[src/rtl/stall_ctrl_pkg.sv]
// stall_ctrl_pkg: shared divider state encodings and constants for the stall controller
package stall_ctrl_pkg;
  localparam logic [1:0] S_IDLE = 2'd0;
  localparam logic [1:0] S_RUN  = 2'd1;
  localparam logic [1:0] S_DONE = 2'd2;
  localparam int DIV_CYCLES_DEF = 32;
  localparam logic [4:0] REG_ZERO = 5'd0;
endpackage

[src/rtl/stall_ctrl_div.sv]
// div_seq: divider occupancy FSM with down-counter; freezes EX for DIV_CYCLES cycles then pulses done
module div_seq
  import stall_ctrl_pkg::*;
#(
  parameter int DIV_CYCLES = DIV_CYCLES_DEF
) (
  input  logic clk,
  input  logic rst_n,
  input  logic i_start,
  output logic o_div_stall,
  output logic o_div_busy,
  output logic o_div_done
);
  localparam logic [7:0] CNT_INIT = 8'(DIV_CYCLES - 2);
  logic [1:0] r_state;
  logic [7:0] r_cnt;
  logic w_idle;
  always_ff @(posedge clk or negedge rst_n)
    if (!rst_n) begin
      r_state <= S_IDLE;
      r_cnt   <= 8'd0;
    end else begin
      case (r_state)
        S_IDLE: if (i_start) begin
          r_state <= S_RUN;
          r_cnt   <= CNT_INIT;
        end
        S_RUN: if (r_cnt == 8'd0) r_state <= S_DONE;
               else r_cnt <= r_cnt - 8'd1;
        default: r_state <= S_IDLE;
      endcase
    end
  assign w_idle      = r_state == S_IDLE;
  // the IDLE cycle that accepts the start already counts as the first stalled cycle
  assign o_div_stall = rst_n & ((r_state == S_RUN) | (w_idle & i_start));
  assign o_div_busy  = o_div_stall;
  assign o_div_done  = rst_n & (r_state == S_DONE);
endmodule

[src/rtl/stall_ctrl.sv]
// stall_ctrl: load-use/divide stall and branch flush control with saturating stall-cycle counter
module stall_ctrl
  import stall_ctrl_pkg::*;
#(
  parameter int DIV_CYCLES = DIV_CYCLES_DEF,
  parameter int CNT_W      = 32
) (
  input  logic             clk,
  input  logic             rst_n,
  input  logic [4:0]       id_raddr1,
  input  logic [4:0]       id_raddr2,
  input  logic             id_re1,
  input  logic             id_re2,
  input  logic             id_branch_taken,
  input  logic [4:0]       ex_waddr,
  input  logic             ex_reg_wr,
  input  logic             ex_mem_rd,
  input  logic             ex_div_start,
  input  logic [4:0]       mem_waddr,
  input  logic             mem_reg_wr,
  input  logic             mem_mem_rd,
  output logic             stall_pc,
  output logic             stall_ifid,
  output logic             stall_idex,
  output logic             flush_ifid,
  output logic             flush_idex,
  output logic             div_busy,
  output logic             div_done,
  output logic [CNT_W-1:0] stall_cycles
);
  logic w_ex_ld, w_mem_ld, w_m1, w_m2, w_lu, w_div_stall;
  logic [CNT_W-1:0] r_stall_cycles;
  div_seq #(.DIV_CYCLES(DIV_CYCLES)) u_div (
    .clk        (clk),
    .rst_n      (rst_n),
    .i_start    (ex_div_start),
    .o_div_stall(w_div_stall),
    .o_div_busy (div_busy),
    .o_div_done (div_done)
  );
  // WB needs no check: the regfile writes through to the same-cycle read
  assign w_ex_ld  = ex_reg_wr & ex_mem_rd;
  assign w_mem_ld = mem_reg_wr & mem_mem_rd;
  assign w_m1 = id_re1 & (id_raddr1 != REG_ZERO) &
                ((w_ex_ld & (ex_waddr == id_raddr1)) | (w_mem_ld & (mem_waddr == id_raddr1)));
  assign w_m2 = id_re2 & (id_raddr2 != REG_ZERO) &
                ((w_ex_ld & (ex_waddr == id_raddr2)) | (w_mem_ld & (mem_waddr == id_raddr2)));
  assign w_lu       = rst_n & (w_m1 | w_m2);
  assign stall_pc   = w_div_stall | w_lu;
  assign stall_ifid = stall_pc;
  assign stall_idex = w_div_stall;
  assign flush_idex = w_lu & ~w_div_stall;
  // a stalled branch may hold stale operands, so its decision waits for the stall to clear
  assign flush_ifid = rst_n & id_branch_taken & ~stall_pc;
  always_ff @(posedge clk or negedge rst_n)
    if (!rst_n) r_stall_cycles <= '0;
    else if (stall_pc && !(&r_stall_cycles)) r_stall_cycles <= r_stall_cycles + 1'b1;
  assign stall_cycles = r_stall_cycles;
endmodule
[config.mk]
export PLATFORM = sky130hd
export DESIGN_NAME = stall_ctrl
export DESIGN_NICKNAME = d
export VERILOG_FILES = /design/src/rtl/stall_ctrl_pkg.sv /design/src/rtl/stall_ctrl_div.sv /design/src/rtl/stall_ctrl.sv
export SDC_FILE = /design/constraint.sdc
export NUM_CORES = 1
export LEC_CHECK = 0
export CORE_MARGIN = 3
export CORE_UTILIZATION = 25
export CTS_CLUSTER_DIAMETER = 50
export DETAILED_ROUTE_END_ITERATION = 6
export HOLD_SLACK_MARGIN = 0.03
export MAX_ROUTING_LAYER = met4
export SLEW_MARGIN = 20
export SYNTH_ARGS = -nofsm -noshare
export SYNTH_HDL_FRONTEND = slang
export SYNTH_SLANG_ARGS = --single-unit
[constraint.sdc]
create_clock -name clk -period 3 [get_ports clk]
set_input_delay 0.9 -clock clk [delete_from_list [all_inputs] [get_ports clk]]
set_output_delay 0.9 -clock clk [all_outputs]
set_load 0.03 [all_outputs]
[Word-level counts from Yosys, hierarchy flattened]
Cells that the tools add are included.
W data, S select, Z words.
Word-level totals
  register bits: 42
  input bits: 30
  logic and storage cells: 54
Operators by class
  $add $sub $neg: 2
  eq/ne operators: 9
  muxes and demuxes: 6
  bitwise gates (word level): 24
  reductions and logical operators: 10
Operators with widths (count)
  $add A32 B1 Y32 const B: 1
  $reduce_and A32 Y1: 1
  $eq A5 B5 Y1: 4
  $and A1 B1 Y1: 17
  $mux W8: 2
  $pmux W8 S2: 1
  $reduce_bool A5 Y1: 2
  $logic_not A8 Y1: 1
  $sub A8 B1 Y8 const B: 1
  $or A1 B1 Y1: 5
  $mux W2: 2
  $ne A2 B2 Y1 const B: 2
  $pmux W2 S2: 1
  $reduce_and A3 Y1: 1
  $eq A2 B1 Y1 const B: 1
  $eq A2 B2 Y1 const B: 1
  $logic_not A2 Y1: 1
  $ne A2 B1 Y1 const B: 1
  $not A1 Y1: 2
  $reduce_and A2 Y1: 1
  $reduce_bool A2 Y1: 1
  $logic_and A1 B1 Y1: 1
  $logic_not A1 Y1: 1

[Depth between registers and ports, before layout]
Gate-level depths: netlist (run 1).
  word-level depth: 9
  depth in mapped cells: 8
  depth with buffers taken out: 8

[Cells and area by module]
Synthesis (run 1) repeated with hierarchy kept, for this count alone.
Second synthesis, totals
  cell total of the unflattened synthesis: 258
  area, all modules: 2519.9 sq um
By module, submodules not included
  stall_ctrl: times used 1, cells each 201, area an instance 1948.1 sq um
  div_seq: times used 1, cells each 57, area an instance 571.8 sq um

[Worst setup path before layout (run 1)]
No wires, ideal clock.
  path kind: input to output
  from: in id_raddr2[1]
  to: out flush_ifid
  arrival time: 2484 ps
  data required time: 2100 ps
  path slack: -384 ps
  stages on the path: 5
  path buffers: 1
  path through: or4_1 -> o211ai_1 -> o221ai_2 -> buf_2 -> nor2_1
On the way
  word-level cells in the longest chain between the ends: 9
  elaborated cells between the ends (all ways): 13
RTL lines
  from (decl): line stall_ctrl.sv:11  | input logic [4:0] id_raddr2,
  $eq A5 B5 Y1: line stall_ctrl.sv:47  | ((w_ex_ld & (ex_waddr == id_raddr2)) | (w_mem_ld & (mem_waddr == id_raddr2)));
  $and A1 B1 Y1: line stall_ctrl.sv:47
  $or A1 B1 Y1: line stall_ctrl.sv:47
  $and A1 B1 Y1 *: line stall_ctrl.sv:46  | assign w_m2 = id_re2 & (id_raddr2 != REG_ZERO) &
  $or A1 B1 Y1 *: line stall_ctrl.sv:48  | assign w_lu = rst_n & (w_m1 | w_m2);
  $and A1 B1 Y1 *: line stall_ctrl.sv:48
  $or A1 B1 Y1 *: line stall_ctrl.sv:49  | assign stall_pc = w_div_stall | w_lu;
  named net stall_ifid: line stall_ctrl.sv:23  | output logic stall_ifid,
  $not A1 Y1 *: line stall_ctrl.sv:54  | assign flush_ifid = rst_n & id_branch_taken & ~stall_pc;
  $and A1 B1 Y1 *: line stall_ctrl.sv:54
  to (decl): line stall_ctrl.sv:25  | output logic flush_ifid,
The timed path passes the listed nets; every way through them passes the cells marked *.

[Worst setup path after layout (run 1)]
  from: in id_raddr1[4]
  to: out flush_ifid
On the way
  word-level cells in the longest chain between the ends: 9
  elaborated cells between the ends (all ways): 13
RTL lines
  from (decl): line stall_ctrl.sv:10  | input logic [4:0] id_raddr1,
  $eq A5 B5 Y1: line stall_ctrl.sv:45  | ((w_ex_ld & (ex_waddr == id_raddr1)) | (w_mem_ld & (mem_waddr == id_raddr1)));
  $and A1 B1 Y1: line stall_ctrl.sv:45
  $or A1 B1 Y1: line stall_ctrl.sv:45
  $and A1 B1 Y1 *: line stall_ctrl.sv:44  | assign w_m1 = id_re1 & (id_raddr1 != REG_ZERO) &
  $or A1 B1 Y1 *: line stall_ctrl.sv:48
  $and A1 B1 Y1 *: line stall_ctrl.sv:48
  $or A1 B1 Y1 *: line stall_ctrl.sv:49
  $not A1 Y1 *: line stall_ctrl.sv:54
  $and A1 B1 Y1 *: line stall_ctrl.sv:54
Every way passes the cells marked *; elsewhere a longest branch is shown, timed or not.

==> results.yml, run 1 <==
outcome:
  status: "finished with violations"
  violations: "setup timing"
worst_setup_path:
  arrival_ps: 2380
  cp-end-kind: "output port"
  slowest_stage: "or4_4"
  cp_max_fo: 4
  startpoint_type: "input pin"
  cp.required_ps: 2100
  cp_common_cell: "buf_6"
  crit_chain: "buf_6, or4_4, o211ai_1, buf_4, o221ai_4, nor2_4, buf_6"
  critPathKind: "in2out"
  cp_slowest_stage_delay_ps: 520
synthesis:
  yosys_warnings: 0
  syn_avg_cell_area_um2: 9.94
  ys_seq_elements: 42
  synth_cells: 244
  synth_area_um2: 2430
  yosysSeqAreaShare_pct: 43.3
  synth_edf_count: 0
  synth_cell_types: 42
  synth_top_area_share_pct: 43.3
  synth_area_leader_cell: "dfrtp_1"
  ys_top_cells_by_area: "dfrtp_1 (43%), xnor2_1 (11%), xor2_1 (7.6%)"
  synth_nets: 277
  ys_async_sr_fraction_pct: 100
  synthFlopType: "dfrtp_1"
clock_network:
  cts_made_buffers: 5
  clk-insertion-delay-late_ps: 290
  clockBufferDepth: 2
  clk_pin_slew_worst_paths_ps: 80
  cts_max_level: 2
  cts_tree: "built"
  cts_sinks: 42
  cts_root_buffer: "clkbuf_8"
sta:
  fin_crit_sh_pct: 109
  period_needed_ps: 3280
  fin_ws_ps: -281
  clock.fmax_ghz: 0.305
  setup_viol_count_final: 4
  holdWs_ps: 505
  hold_viol_final: 0
  skew_ps: 10.6
  maxSlewViolCount: 0
  rsz0062_at_grt: "yes"
  max_slew_margin_pct: 73.1
  worst_slew_pin_slew_ps: 402
cells_and_area:
  fin_nets: 365
  num_antenna_cells: 0
  stdcell_area_um2: 3490
  drive_gt1_share_pct: 21.0
  area_delta_synth_final_pct: 43.7
route:
  ant_nets: 0
  wire_per_inst_um: 13.2
  drt_iter0_drc: 67
  viasPerCell: 4.51
  remaining_drc_errors: 0
  firstDrtPassIters: 4
  vias: 2084
  routed_wl_um: 6120
floorplanning:
  fp.dieH_um: 105
  row_count: 35
  die_x_um: 105
  die-area_um2: 10900
  core_area_um2: 9330
  num_io_pins: 69
  initial_core_util_pct: 26.0
global_routing:
  grt_usage_pct: 11.8
  overflow: 0
  grt_pass1_vias: 2034
  grt_pass1_wl_um: 10400
  antenna_found_initial: 0
  grt_max_degree: 32
power:
  ir_worst_vdd_v: 0.000283
  leakage_nw: 1.46
  p_per_area_nw_per_um2: 412
placement:
  io_buffers: 68
  dp_slack_ps: -966
  gp_congestion: 0.791
  dpl_cell_area_um2: 3350
  dpl.hpwl_um: 4720
job:
  cap_viol_max_count: 0
worst_hold_path:
  hold_path.class: "reg2reg"
flip-flops by register name, indices dropped and copies added, names as in the netlist:
register       cells
u_div.r_state      2
u_div.r_cnt        8
stall_cycles      32
power breakdown:
part | leakage [nW] | internal (mW) | switching [mW]
sequential | 0.540 | 0.611 | 0.0642
combinational | 0.878 | 0.188 | 0.215
clock | 0.0452 | 0.164 | 0.196
total | 1.46 | 0.963 | 0.475
synth_stat cells, drive strengths merged (2+ instances only):
cell	instances
a22oi	2
and2	4
and3	14
buf	6
clkbuf	2
dfrtp	42
ha	3
inv	7
mux2	2
nand2	17
nand3	16
nand4	19
nor2	17
nor3	5
nor4	6
o211ai	2
o21ai	6
or3	4
or4	3
xnor2	31
xor2	21
worst max-delay path, delay by kind of cell:
family | cells | cell delay (ps)
buffers and inverters | 3 | 410
AO/OA/AOI/OAI | 2 | 430
AND/OR/NAND/NOR | 2 | 640
per-layer routing:
layer  vias to the layer above  part of all wire (%)  global-route usage, %
li1                       1038                     -                      -
met1                      1010                    45                   14.7
met2                        29                    51                   19.5
met3                         7                   2.7                   2.36
met4                         0                   1.0                   3.13
met5                         -                     0                      -
final cells by class:
cell class | count | area (um^2)
clock inverters | 2 | 13.8
fillers | 944 | 5840
clock buffers | 6 | 72.6
well taps | 129 | 161
repair buffers | 89 | 792
inverters | 7 | 28.8
multi-input cells | 187 | 1370
flip-flops and latches | 42 | 1050
cells by family (layout without fill, tap and decap cells):
family | count (synthesis) | in the layout | synth area share (%)
flops | 42 | 42 | 43.3
buf+inv | 15 | 104 | 3.09
simple gates | 111 | 111 | 25.6
mux | 3 | 3 | 1.34
fa+ha+maj | 3 | 3 | 1.55
compound gates | 18 | 18 | 6.29
xor+xnor | 52 | 52 | 18.8
timing repair:
item / in CTS / in global routing
gates resized for setup: 77 / 19
setup endpoints to repair: 10 / 6
buffers inserted: 3 / 1
hold buffers: 0 / 0
pin swaps: 14 / 13
cell usage in the layout, fill, tap and decap left out, types with 2 or more instances in the layout:
| cell type | synthesis | layout |
|---|---|---|
| nand4_1 | 19 | 19 |
| buf_2 | 3 | 5 |
| and3_1 | 14 | 14 |
| dlygate4sd2_1 | 0 | 3 |
| o211ai_1 | 2 | 2 |
| ha_1 | 3 | 3 |
| o21ai_0 | 6 | 6 |
| or4_4 | 1 | 3 |
| inv_1 | 7 | 6 |
| nor2_1 | 17 | 16 |
| or3_1 | 4 | 4 |
| dfrtp_1 | 42 | 42 |
| clkdlybuf4s50_1 | 0 | 39 |
| xor2_2 | 0 | 2 |
| nor3_1 | 4 | 4 |
| nand3_1 | 15 | 15 |
| buf_4 | 2 | 22 |
| buf_6 | 1 | 9 |
| xor2_1 | 21 | 19 |
| and2_1 | 4 | 4 |
| nor4_1 | 6 | 3 |
| clkbuf_8 | 0 | 5 |
| nor4_2 | 0 | 3 |
| clkbuf_2 | 0 | 7 |
| nand2_1 | 17 | 16 |
| xnor2_1 | 31 | 31 |
path summary, 6_finish.rpt:
check / start / to / slack (ps) / cells after the start
max: id_raddr1[4] / flush_ifid / -280 / 7
min: stall_cycles[10] / stall_cycles[10] / 510 / 1
max reg2reg: stall_cycles[0] / stall_cycles[1] / 560 / 7
min reg2reg: stall_cycles[10] / stall_cycles[10] / 510 / 1
max in group asynchronous: rst_n / stall_cycles[9] / 1970 / 3
min in group asynchronous: rst_n / u_div.r_state[0] / 560 / 2
per-stage QoR:
step / util (%) / TNS [ps] / power, mW / std cells
finish: 37.4 / -891 / 1.44 / 462
global route: 37.4 / -1150 / 1.51 / 462
CTS: 37.3 / -976 / 1.45 / 463
detailed placement: 35.9 / -12240 / 1.08 / 452
global placement: 35.9 / -12320 / 1.08 / 452
floorplan: - / -133 / 0.881 / 244
Power figures use the tool's default switching activity.
==> run 2: changes to the inputs <==
- CAP_MARGIN: not set -> 5
- CORE_MARGIN: 3 -> 2
==> run 2 against run 1 <==
The flow still finishes with violations (setup timing). Critical path type unchanged. Hold slack lost 60 ps. First-iteration DRC count grew 54%. Via count shrank 2.2%. Maximum frequency grew 3.5%. Largest cell class unchanged. Combinational power is essentially flat. Setup slack gained 110 ps. Clock skew grew 1.1 ps. Final cell count shrank 1.1%. Die area shrank 3.8%. Power grew 6.0%. Non-clock buffer count shrank 4.
==> results.yml, run 2 (synthesis results as in run 1) <==
worst_hold_path:
  hold_path.class: "in2async"
clock_network:
  cts_tree: "built"
  clk_pin_slew_worst_paths_ps: 70
  holdBufCountCts: 0
  cts_max_level: 2
  cts_made_buffers: 5
  clockBufferDepth: 2
  clk-insertion-delay-late_ps: 290
  cts_root_buffer: "clkbuf_8"
  cts_sinks: 42
worst_setup_path:
  cp_common_cell: "buf_6"
  cp-end-kind: "output port"
  cp_max_fo: 4
  crit_chain: "clkdlybuf4s15_1, or4_1, o211ai_1, o221ai_2, buf_6, nor2_4, buf_6"
  startpoint_type: "input pin"
  cp_slowest_stage_delay_ps: 420
  critPathKind: "in2out"
  crit_buf_inv: 3
  path_delay_family: "buffers and inverters"
  slowest_stage: "or4_1"
  cp.required_ps: 2100
  arrival_ps: 2270
floorplanning:
  num_io_pins: 69
  die-area_um2: 10500
  row_count: 35
  initial_core_util_pct: 26.0
  core_area_um2: 9330
  die_x_um: 103
  fp.dieH_um: 103
global_routing:
  grt_pass1_vias: 1993
  grt_max_degree: 41
  grt_pass1_wl_um: 9620
  grt_usage_pct: 12.1
  overflow: 0
  antenna_found_initial: 0
route:
  drt_iter0_drc: 103
  ant_nets: 0
  viasPerCell: 4.46
  routed_wl_um: 5920
  remaining_drc_errors: 0
  vias: 2038
  wire_per_inst_um: 12.9
  firstDrtPassIters: 4
power:
  ir_worst_vdd_v: 0.000240
  p_int_mw: 1.06
  clkPwrFrac_pct: 29.7
  finalPower_mw: 1.52
  leakage_nw: 1.45
  swShare_pct: 30.3
  p_per_area_nw_per_um2: 437
  p_sw_uw: 462
  combPwrFrac_pct: 26.2
  seqPwrFrac_pct: 44.1
sta:
  rsz0062_at_grt: "yes"
  hold_viol_final: 0
  clock.fmax_ghz: 0.316
  worst_slew_pin_slew_ps: 508
  max_slew_margin_pct: 66.2
  holdWs_ps: 445
  period_needed_ps: 3170
  tns_ps: -561
  setup_viol_count_final: 4
  fin_ws_ps: -169
  skew_ps: 11.7
  maxSlewViolCount: 0
  fin_crit_sh_pct: 106
cells_and_area:
  instances_no_fill: 457
  drive_gt1_share_pct: 19.5
  num_antenna_cells: 0
  fin_nets: 361
  area_delta_synth_final_pct: 43.9
  stdcell_area_um2: 3490
  layout_commonest_cell: "dfrtp_1"
  fin_util_pct: 37.4
  largest_reg_flops: 32
  layout_common_cells: "dfrtp_1 (42), clkdlybuf4s50_1 (40), xnor2_1 (31), nand4_1 (19), xor2_1 (18)"
placement:
  gp_congestion: 0.792
  dpl.hpwl_um: 4600
  dpl_cell_area_um2: 3320
  dp_slack_ps: -550
  io_buffers: 68
  dp.cells: 448
outcome:
  status: "finished with violations"
  violations: "setup timing"
job:
  cap_viol_max_count: 0
==> run 2: final timing paths <==
kind                            slack (ps)             start                to  cells past startpoint
worst max-delay path                  -170      id_raddr1[4]        flush_ifid                      7
worst min-delay path                   450             rst_n  stall_cycles[24]                      1
worst max register to register         580   stall_cycles[0]   stall_cycles[1]                      7
worst min register to register         500  stall_cycles[13]  stall_cycles[13]                      1
max in group asynchronous             1720             rst_n  stall_cycles[22]                      3
min in group clk                       500  stall_cycles[13]  stall_cycles[13]                      1
==> run 2: metal layers <==
metal	global-route usage, %	up-vias	wire length [um]
met1	15.4	972	2710
met4	4.41	0	119
met2	18.9	30	2840
met3	2.58	10	242
met5	-	-	0
li1	-	1026	-
==> run 2: final cells by class <==
class	count	area (um^2)
flip-flops and latches	42	1050
clock inverters	1	30.0
well taps	129	161
clock buffers	6	82.6
fillers	940	5840
multi-input cells	187	1370
inverters	7	26.3
repair buffers	85	771
==> run 2: power by group through the flow <==
stage          Clock [mW]  Sequential (mW)  Combinational [mW]
2_1_floorplan           0            0.761               0.120
3_3_place_gp            0            0.685               0.392
3_5_place_dp            0            0.684               0.395
4_1_cts             0.468            0.674               0.399
5_1_grt             0.487            0.682               0.432
6_report            0.453            0.672               0.400
==> run 2: worst register-to-register path: cells and delay by family, from the launching register on <==
kind	cells	cell delay (ps)
simple gates	5	1380
flops	1	420
fa+ha+maj	1	210
mux	1	320
==> run 2: repair_timing <==
item,CTS,global route
resized for setup,64,17
pin swaps,12,12
setup buffers,1,1
setup endpoints to repair,6,4
==> RTL edit: new RTL, config.mk and constraints of run 2 <==
`DIV_CYCLES_DEF`: 32 -> 16.
--- a/src/rtl/stall_ctrl_pkg.sv
+++ b/src/rtl/stall_ctrl_pkg.sv
@@ -3,7 +3,7 @@
   localparam logic [1:0] S_IDLE = 2'd0;
   localparam logic [1:0] S_RUN  = 2'd1;
   localparam logic [1:0] S_DONE = 2'd2;
-  localparam int DIV_CYCLES_DEF = 32;
+  localparam int DIV_CYCLES_DEF = 16;
   localparam logic [4:0] REG_ZERO = 5'd0;
 endpackage
 
Formal check against the unedited RTL: same outputs for any inputs over 10 cycles, from zero or initial values and one cycle with rst_n low; that may be too few to reach the edited logic, so the function may still have changed.
==> RTL edit against run 2 <==
The run still ends with setup timing left; routed wire length rose by 7.6%; sequential cell count did not move; area after synthesis rose by 2.7%; design area rose by 1.1%; sequential share of layout area fell by 0.32 points; global-route usage rose by 0.41 points; setup slack improved by 0.025 ns; total power fell by 5.0%; highest routed layer unchanged.
==> RTL edit: results (changes against run 2) <==
stage	metric	value	unit	change
outcome	outcome	finished with violations		
outcome	failing checks	setup timing		
grt	vias in the first global route	2233		+12%
yosys	Synth Area in Compound Gates	6.08	%	-0.21 points
timing	PnR worst setup slack	-0.144	ns	+0.0250 ns
cts	post-cts resize count	115		+80%
yosys	Yosys cell types	40		-4.8%
placed_design	DP Wirelength	4720	µm	+2.4%
timing	worst hold-check slack	0.493	ns	+0.0478 ns
final_layout	Signal inverters	6		-1
timing	setup TNS after final layout	-0.308	ns	+0.253 ns
route	WL met2	3140	µm	+10%
power	Static Leak	1.47	nW	+1.2%
timing	Least-Margin Pin Slew	0.450	ns	-0.0581 ns
final_layout	layout cells sized above 1	22.9	%	+3.4 points
power	Max IR drop VDD	0.182	mV	-24%
grt	met2 usage	20.4	%	+1.5 points
yosys	post-synthesis sequential area ratio	42.2	%	-1.1 points
yosys	xor/xnor share of the synthesized area	18.6	%	-0.14 points
yosys	multiplexer share of the synthesized area	1.05	%	-0.29 points
final_layout	Final nets	368		+1.9%
yosys	largest cells by area after synthesis	dfrtp_1 (42%), xnor2_1 (11%), xor2_1 (7.4%), nand4_1 (4.5%), and3_1 (4.3%)		
final_layout	multi-input combinational area share	40.9	%	+1.6 points
timing	Worst Skew	0.00896	ns	-0.00271 ns
grt	largest net degree at the start of global routing	39		-4.9%
grt	gr usage total	12.5	%	+0.41 points
grt	met3 Use GR	3.78	%	+1.2 points
hold_path	Min-Delay Path Class	reg -> reg		
placed_design	GPL Wtd Cong	0.839		+6.0%
timing	final setup vio count	4		unchanged
## RTL edit: changes by cell type in the layout (fill, tap and decap cells not counted), sizes merged, moves of 2 or more
cell / before / now
and4: 0 / 5
and2: 4 / 7
a21oi: 1 / 5
buf: 33 / 42
nand3: 16 / 18
clkbuf: 11 / 6
clkdlybuf4s15: 5 / 0
clkdlybuf4s50: 40 / 36
o211ai: 2 / 0
dlygate4sd2: 2 / 4
and3: 14 / 17
## RTL edit: power groups by stage
stage | Sequential (mW) | Clock [mW] | Combinational, mW
floorplan | 0.754 | 0 | 0.116
global placement | 0.675 | 0 | 0.387
detailed placement | 0.675 | 0 | 0.391
CTS | 0.666 | 0.402 | 0.394
global route | 0.674 | 0.439 | 0.427
finish | 0.665 | 0.387 | 0.397
